[src/rtl/ft2232h_tx_fifo.sv]
// FT2232H synchronous-FIFO transmitter with an internal byte FIFO.
// User bytes enter through a valid/ready port, drain to the device under
// TXE# flow control, and an idle timer issues a single SIWU# flush per burst.
module ft2232h_tx_fifo #(
  parameter int unsigned DEPTH      = 16,
  parameter int unsigned FLUSH_IDLE = 8,
  parameter int unsigned CNT_W      = 32,
  localparam int unsigned ADDR_W    = $clog2(DEPTH)
) (
  input  logic              clk,
  input  logic              reset_n,
  input  logic              enable,
  input  logic [7:0]        in_data,
  input  logic              in_valid,
  output logic              in_ready,
  input  logic              txe_n,
  output logic              wr_n,
  output logic [7:0]        data_out,
  output logic              rd_n,
  output logic              oe_n,
  output logic              siwu_n,
  output logic [ADDR_W:0]   level,
  output logic [CNT_W-1:0]  tx_count
);

  localparam int unsigned LvlW  = ADDR_W + 1;
  // Idle counter only needs to reach FLUSH_IDLE.
  localparam int unsigned IdleW = (FLUSH_IDLE < 2) ? 1 : $clog2(FLUSH_IDLE + 1);

  localparam logic [LvlW-1:0]  LevelFull = LvlW'(DEPTH);
  localparam logic [IdleW-1:0] IdleMax   = IdleW'(FLUSH_IDLE);

  typedef enum logic [1:0] {
    StIdle,
    StArmed,
    StFlush
  } flush_state_e;

  logic [7:0]        mem_q [DEPTH];
  logic [ADDR_W-1:0] wr_ptr_q;
  logic [ADDR_W-1:0] rd_ptr_q;
  logic [LvlW-1:0]   level_q;
  logic [LvlW-1:0]   level_d;
  logic [CNT_W-1:0]  tx_count_q;
  logic              wr_n_q;
  logic              wr_n_d;
  logic              siwu_n_q;
  logic              siwu_n_d;
  flush_state_e      state_q;
  flush_state_e      state_d;
  logic [IdleW-1:0]  idle_q;
  logic [IdleW-1:0]  idle_d;
  logic              push;
  logic              pop;

  // Ready is held low during reset and never anticipates a same-cycle pop.
  assign in_ready = reset_n & (level_q < LevelFull);
  assign push     = in_valid & in_ready;
  // The device takes a byte only when both strobes are low at the edge.
  assign pop      = ~wr_n_q & ~txe_n;

  assign data_out = mem_q[rd_ptr_q];
  assign wr_n     = wr_n_q;
  assign siwu_n   = siwu_n_q;
  assign rd_n     = 1'b1;
  assign oe_n     = 1'b1;
  assign level    = level_q;
  assign tx_count = tx_count_q;

  // Occupancy after this edge and the write-strobe decision that depends on it.
  always_comb begin
    level_d = level_q;
    case ({push, pop})
      2'b10:   level_d = level_q + LvlW'(1);
      2'b01:   level_d = level_q - LvlW'(1);
      default: level_d = level_q;
    endcase
    // Looking at the post-edge level keeps the strobe low across back-to-back bytes.
    wr_n_d = ~(enable & ~txe_n & (level_d != '0));
  end

  // Byte storage; not reset, a reset simply discards contents via the pointers.
  always_ff @(posedge clk) begin
    if (push) begin
      mem_q[wr_ptr_q] <= in_data;
    end
  end

  // Pointers, occupancy, write strobe and accepted-byte counter.
  always_ff @(posedge clk or negedge reset_n) begin
    if (!reset_n) begin
      wr_ptr_q   <= '0;
      rd_ptr_q   <= '0;
      level_q    <= '0;
      tx_count_q <= '0;
      wr_n_q     <= 1'b1;
    end else begin
      if (push) begin
        wr_ptr_q <= wr_ptr_q + ADDR_W'(1);
      end
      if (pop) begin
        rd_ptr_q   <= rd_ptr_q + ADDR_W'(1);
        tx_count_q <= tx_count_q + CNT_W'(1);
      end
      level_q <= level_d;
      wr_n_q  <= wr_n_d;
    end
  end

  // Auto-flush next state: arm on a transfer, count quiet cycles, pulse once.
  always_comb begin
    state_d = state_q;
    idle_d  = idle_q;
    case (state_q)
      StIdle: begin
        if (pop) begin
          state_d = StArmed;
          idle_d  = '0;
        end
      end
      StArmed: begin
        if (push || pop) begin
          idle_d = '0;
        end else if ((level_q == '0) && wr_n_q) begin
          idle_d = idle_q + IdleW'(1);
          if (idle_d == IdleMax) begin
            state_d = StFlush;
            idle_d  = '0;
          end
        end
      end
      // The pulse always completes; a push here does not cancel it.
      StFlush: begin
        state_d = StIdle;
        idle_d  = '0;
      end
      default: begin
        state_d = StIdle;
        idle_d  = '0;
      end
    endcase
    if (FLUSH_IDLE == 0) begin
      state_d = StIdle;
      idle_d  = '0;
    end
    siwu_n_d = (state_d != StFlush);
  end

  // Auto-flush state register and registered SIWU# output.
  always_ff @(posedge clk or negedge reset_n) begin
    if (!reset_n) begin
      state_q  <= StIdle;
      idle_q   <= '0;
      siwu_n_q <= 1'b1;
    end else begin
      state_q  <= state_d;
      idle_q   <= idle_d;
      siwu_n_q <= siwu_n_d;
    end
  end

endmodule
[config.mk]
export PLATFORM = sky130hd
export DESIGN_NAME = ft2232h_tx_fifo
export DESIGN_NICKNAME = d
export VERILOG_FILES = /design/src/rtl/ft2232h_tx_fifo.sv
export SDC_FILE = /design/constraint.sdc
export NUM_CORES = 1
export LEC_CHECK = 0
export CAP_MARGIN = 15
export CORE_ASPECT_RATIO = 0.75
export CORE_MARGIN = 2
export CORE_UTILIZATION = 55
export CTS_CLUSTER_SIZE = 25
export DETAILED_ROUTE_END_ITERATION = 12
export GPL_ROUTABILITY_DRIVEN = 0
export PLACE_DENSITY = 0.76
export SYNTH_ARGS = -nofsm -noshare
export SYNTH_HDL_FRONTEND = slang
export SYNTH_SLANG_ARGS = --single-unit
export TNS_END_PERCENT = 30
[constraint.sdc]
create_clock -name clk -period 3.79 [get_ports clk]
set_input_delay 0.9475 -clock clk [delete_from_list [all_inputs] [get_ports clk]]
set_output_delay 0.9475 -clock clk [all_outputs]
set_load 0.1 [all_outputs]
==> results of run 1 <==
-- logic make-up after synthesis --
kind of cell,after synthesis
flops,181
simple gates,106
mux,44
xor+xnor,43
buf+inv,29
compound gates,24
fa+ha+maj,9
other cells,1
-- routing by layer --
metal	part of all wire	wire length [um]	up-vias	track usage
met4	0.0099	144	2	0.0577
met3	0.059	862	18	0.0522
met2	0.46	6750	131	0.306
met1	0.47	6780	2086	0.322
met5	0.0013	19	-	0
li1	-	-	1841	-
-- power by group --
group | leakage (nW) | switching (W) | internal (W) | total, W
clock | 0.278 | 0.000750 | 0.000978 | 0.00173
sequential | 1.84 | 0.000241 | 0.00229 | 0.00253
combinational | 1.09 | 0.00176 | 0.00107 | 0.00283
total | 3.21 | 0.00275 | 0.00434 | 0.00709
-- registers in the layout, indices dropped and copies added (netlist names) --
| name | cells |
|---|---|
| siwu_n | 1 |
| rd_ptr_q | 4 |
| idle_q | 4 |
| level | 5 |
| tx_count | 32 |
| wr_ptr_q | 4 |
| state_q | 2 |
| wr_n | 1 |
| mem_q | 128 |
-- final timing paths --
path                                    from      endpoint  slack, ns  depth (start not counted)
worst max-delay path             rd_ptr_q[0]   data_out[1]       0.15                          4
worst min-delay path            tx_count[31]  tx_count[31]       0.48                          1
worst max register to register          wr_n          wr_n       1.09                          9
worst min register to register  tx_count[31]  tx_count[31]       0.48                          1
max in group asynchronous            reset_n   rd_ptr_q[0]       2.52                          2
min in group asynchronous            reset_n    state_q[0]       0.78                          2
-- cells in the mapped netlist, drive strengths merged, types with 7 or more instances --
master,number
nand2,26
mux4,40
buf,13
nor2,19
xnor2,36
nor3,8
xor2,7
nand4,11
nand3,14
clkbuf,9
edfxtp,128
ha,9
dfrtp,51
-- per-stage QoR --
| stage | cells | utilization | setup slack [ns] | hold slack (ns) | cell area (sq um) |
|---|---|---|---|---|---|
| 6_report | 695 | 0.685 | 0.153 | 0.480 | 9010 |
| 5_1_grt | 695 | 0.685 | 0.0775 | 0.497 | 9010 |
| 3_3_place_gp | 663 | 0.641 | 0.252 | 0.463 | 8430 |
| 3_5_place_dp | 663 | 0.641 | 0.131 | 0.476 | 8430 |
| 4_1_cts | 695 | 0.685 | 0.135 | 0.480 | 9010 |
| 2_1_floorplan | 438 | - | 0.532 | 0.461 | 7530 |
-- worst max-delay path: cells and delay by family (launching register included) --
family | cells | cell delay [ns]
flip-flops | 1 | 0.60
buffers and inverters | 2 | 0.48
multiplexers | 2 | 1.15
-- layout make-up --
type / instances / area (sq um)
Fill cell: 846 / 4140
Clock inverter: 14 / 155
Clock buffer: 18 / 429
Sequential cell: 181 / 5170
Tap cell: 171 / 214
Multi-Input combinational cell: 228 / 2200
Timing Repair Buffer: 76 / 806
Inverter: 7 / 27.5
==> results.yml, run 1 <==
yosys:
  synth_area_leaders: "sky130_fd_sc_hd__edfxtp_1 (51%), sky130_fd_sc_hd__dfrtp_1 (17%), sky130_fd_sc_hd__mux4_2 (12%), sky130_fd_sc_hd__xnor2_1 (4.2%), sky130_fd_sc_hd__ha_1 (1.5%)"
  yosys_warnings: 0
  yosysUniqueCellTypes: 55
  synth_enable_flop_cells: 128
  synth_area_leader_cell: "sky130_fd_sc_hd__edfxtp_1"
  synth-async-reset-ratio: 0.293
  synth.ff_latch_count: 181
  synthMuxAreaShare: 0.126
  seq_area_frac_synth: 0.688
  synthesis.instances: 437
  netlist.area_leader.share: 0.511
  synth_top_family_by_area: "multiplexers"
  yosys.area_share.adder: 0.0150
  post_synth_instance_area_sq_mm: 0.00752
  syn-mean-instance-area_sq_um: 17.2
  synth-main-ff-cell: "sky130_fd_sc_hd__edfxtp_1"
  synth_xor_xnor_area_share: 0.0501
  synthSimpleGateAreaFrac: 0.0772
  synth-compound-area-share: 0.0243
finish:
  flow.area_growth_from_synthesis_pct: 19.8
  layout.cells.most_common: "sky130_fd_sc_hd__edfxtp_1"
  final_cell_mix: "sky130_fd_sc_hd__edfxtp_1 (128), sky130_fd_sc_hd__dfrtp_1 (50), sky130_fd_sc_hd__clkdlybuf4s50_1 (45)"
  diodes: 0
  final_net_count: 533
  layout-drive-gt1-share: 0.218
sta:
  grt_setup_unrepaired: "false"
  transition_at_the_pin_with_the_smallest_max_transition_slack_ns: 0.996
  timing.final.crit_share: 0.960
  timing.setup.tns_ns: 0
  worst_clock_skew_ns: 0.00934
  setup-violations-final: 0
  timing_max_transition_violations_final: 0
  fmaxAchievable_mhz: 275
  post-route-min-period_ns: 3.64
  max-slew-margin-rel: 0.334
  final-hold-violation-count: 0
floorplanning:
  die_boundary_height_um: 105
  core_area_sq_mm: 0.0132
  ioPinCount: 63
  floorplan.die.width_um: 139
  fp.dieArea_sq_mm: 0.0146
  initial_core_util: 0.572
  number_of_rows_created_at_floorplan: 36
clocking:
  clock_insertion_delay_worst_skew_ns: 0.43
  cts_htree_levels: 4
  cts_setup_buffers: 0
  tritoncts.num_buffers: 17
  cts-root-to-sink-buffers: 2
  post_cts.resized_instances: 0
  postCtsHoldBufs: 0
  clock_sinks: 181
  clock_transition_at_path_regs_ns: 0.07
  ctsRootBufferMaster: "sky130_fd_sc_hd__clkbuf_16"
  cts_tree: "yes"
critical_path:
  cp_slowest_stage_delay_ns: 0.60
  cp_slowest_cell: "sky130_fd_sc_hd__dfrtp_2"
  worst-endpoint-required_ns: 2.84
  crit_path_start_kind: "flip-flop"
  critical_path_arrival_ns: 2.69
  crit_path_cell_trace: "buf_12 -> mux4_2 -> mux4_2 -> buf_12"
  worst-path-max-fanout: 26
  crit_path_end_kind: "output port"
  critPathKind: "reg -> out"
routing:
  drc: 0
  drt-total-wl_um: 14600
  final_antenna_net_count: 0
  drt_first_pass_iters: 6
  route.detailed.wl_per_inst_um: 21.0
  viasPerCell: 5.87
  drtIter0Drc: 293
  total_via_count_in_the_routed_design: 4078
hold_path:
  hold_path.class: "reg -> reg"
global_route:
  grt_first_pass_wirelength_um: 22800
  grt_util_all_layers: 0.210
  grt_max_degree: 54
  grt_antenna_before_repair: 1
  grt_pass1_vias: 3950
  grt_overflow: 0
placement:
  io_buffers: 60
  post_dp_hpwl_um: 9620
power_and_ir_drop:
  cellPowerDensity_mw_per_mm2: 787
  power_leakage_nw: 3.21
  power_w: 0.00709
  max-vdd-ir-drop_mv: 0.687
job:
  drv.max_cap_violation_count: 0
outcome:
  outcome: "completed"
Note: power is estimated with default switching activity, not from simulation.
==> run 2: changes to the inputs <==
CELL_PAD_IN_SITES_DETAIL_PLACEMENT = 1   (was not set)
CELL_PAD_IN_SITES_GLOBAL_PLACEMENT = 2   (was not set)
CORE_UTILIZATION = 39   (was 55)
PLACE_DENSITY = not set   (was 0.76)
PLACE_DENSITY_LB_ADDON = 0.1   (was not set)
clock period = 3.25 ns   (was 3.79 ns; I/O delays follow)
==> results.yml, run 2 (same netlist as run 1, synthesis figures left out) <==
clocking:
  tritoncts.num_buffers: 17
  clock_transition_at_path_regs_ns: 0.07
  cts_tree: "yes"
  cts_htree_levels: 4
  clock_sinks: 181
  postCtsHoldBufs: 0
  clock_insertion_delay_worst_skew_ns: 0.43
  ctsRootBufferMaster: "sky130_fd_sc_hd__clkbuf_16"
  cts-root-to-sink-buffers: 2
critical_path:
  critical_path_arrival_ns: 2.41
  worst-r2r-setup-slack_ns: 0.63
  crit_path_end_kind: "output port"
  crit_path_start_kind: "flip-flop"
  crit-reg2reg-launch: "wr_n"
  cp-endpoint: "data_out[1]"
  worst-path-max-fanout: 6
  reg2reg_depth: 11
  worst-endpoint-required_ns: 2.44
  worstReg2RegEnd: "wr_n"
  critPathKind: "reg -> out"
  timing.critical_path.from: "rd_ptr_q[0]"
floorplanning:
  core_area_sq_mm: 0.0187
  fp.dieArea_sq_mm: 0.0204
  number_of_rows_created_at_floorplan: 43
  initial_core_util: 0.402
  ioPinCount: 63
  floorplan.die.width_um: 164
  die_boundary_height_um: 124
finish:
  final_core_utilization: 0.497
  stdcell_area_sq_mm: 0.00930
  diodes: 0
  flow.area_growth_from_synthesis_pct: 23.6
  final_net_count: 562
  layout.filler_cells: 1806
  largest_register_ff_count: 128
  final_cell_mix: "sky130_fd_sc_hd__edfxtp_1 (128), sky130_fd_sc_hd__buf_4 (77), sky130_fd_sc_hd__dfrtp_1 (50)"
  layout.cells.most_common: "sky130_fd_sc_hd__edfxtp_1"
  largest_register: "mem_q"
  layout-drive-gt1-share: 0.325
placement:
  io_buffers: 60
  post_dp_hpwl_um: 11400
  place_area_sq_mm: 0.00863
job:
  drv.max_cap_violation_count: 0
global_route:
  grt_antenna_before_repair: 2
  grt_pass1_vias: 4299
  grt_max_degree: 54
  grt_first_pass_wirelength_um: 25900
  grt_util_all_layers: 0.173
  grt_overflow: 0
sta:
  max-slew-margin-rel: 0.519
  timing_max_transition_violations_final: 0
  fmaxAchievable_mhz: 310
  final-hold-violation-count: 0
  grt_setup_unrepaired: "true"
  worst_clock_skew_ns: 0.0126
  post-route-min-period_ns: 3.22
  transition_at_the_pin_with_the_smallest_max_transition_slack_ns: 0.721
  setup-violations-final: 0
  timing.final.crit_share: 0.991
power_and_ir_drop:
  max-vdd-ir-drop_mv: 0.777
  combinationalPowerShare: 0.420
  p_seq_frac: 0.346
  switching_share: 0.387
  power_w: 0.00841
  cellPowerDensity_mw_per_mm2: 904
  power_leakage_nw: 3.46
  power.net_switching_w: 0.00326
  power.internal_w: 0.00515
  clockPowerShare: 0.234
routing:
  drt-total-wl_um: 16700
  route.detailed.wl_per_inst_um: 20.8
  final_antenna_net_count: 0
  drc: 0
  drtIter0Drc: 264
  drt_first_pass_iters: 4
  total_via_count_in_the_routed_design: 4195
  viasPerCell: 5.24
outcome:
  outcome: "completed"
hold_path:
  hold_path.class: "reg -> reg"
==> run 2: changes by cell type in the layout (fill, tap and decap cells not counted), sizes merged <==
cell,before,now
buf,31,92
clkdlybuf4s50,45,11
clkbuf,18,22
inv,8,11
bufinv,2,0
clkinvlp,2,0
clkinv,9,8
==> run 2: final cells by class <==
type,count,area [sq um],area share
Sequential cell,181,5170,0.556
Multi-Input combinational cell,228,2200,0.237
Timing Repair Buffer,105,1010,0.109
Clock buffer,20,478,0.0514
Tap cell,247,309,0.0332
Clock inverter,12,90.1,0.00969
Inverter,7,27.5,0.00296
==> run 2: repair_timing <==
action                     in CTS  in global routing
setup endpoints to repair       0                  7
setup buffers                   0                  3
hold endpoints to repair        0                  0
gates resized for setup         0                  0
==> run 2: routing by layer <==
metal,GRT usage,part of all wire,vias to the layer above
li1,-,-,1893
met1,0.264,0.48,2171
met2,0.242,0.44,107
met3,0.0473,0.060,20
met4,0.0506,0.012,4
met5,0,0.0016,-
==> run 2: worst min-delay path by stage <==
| stage | start | end | depth (start not counted) |
|---|---|---|---|
| floorplan | state_q[1] | state_q[0] | 1 |
| global placement | tx_count[31] | tx_count[31] | 1 |
| detailed placement | tx_count[31] | tx_count[31] | 1 |
| CTS | tx_count[31] | tx_count[31] | 1 |
| global route | tx_count[31] | tx_count[31] | 1 |
| finish | tx_count[31] | tx_count[31] | 1 |
==> run 2: power groups by stage <==
stage,clock network (W),logic (W),registers [W]
2_1_floorplan,0,0.00204,0.00326
3_3_place_gp,0,0.00341,0.00295
3_5_place_dp,0,0.00344,0.00296
4_1_cts,0.00201,0.00345,0.00291
5_1_grt,0.00211,0.00372,0.00294
6_report,0.00196,0.00353,0.00291
==> run 2: through the flow <==
stage          instances  setup slack [ns]  hold WS [ns]  TNS, ns
2_1_floorplan        438            0.0961         0.461        0
3_3_place_gp         762            0.0356         0.465        0
3_5_place_dp         762           -0.0513         0.466  -0.0513
4_1_cts              794          0.000264         0.478        0
5_1_grt              800           -0.0364         0.506   -0.156
6_report             800            0.0286         0.470        0
==> run 2: critical path, stage by stage, from the launching register on <==
cell and delay (ns):
sky130_fd_sc_hd__dfrtp_2 0.47, sky130_fd_sc_hd__buf_4 0.16, sky130_fd_sc_hd__buf_12 0.12, sky130_fd_sc_hd__mux4_2 0.53
sky130_fd_sc_hd__mux4_2 0.51, sky130_fd_sc_hd__buf_12 0.19
==> run 3: changes to the inputs <==
SKIP_CTS_REPAIR_TIMING = 1   (was not set)
==> results of run 3 <==
Final layout, timing and power as in run 2 (identical DEF).
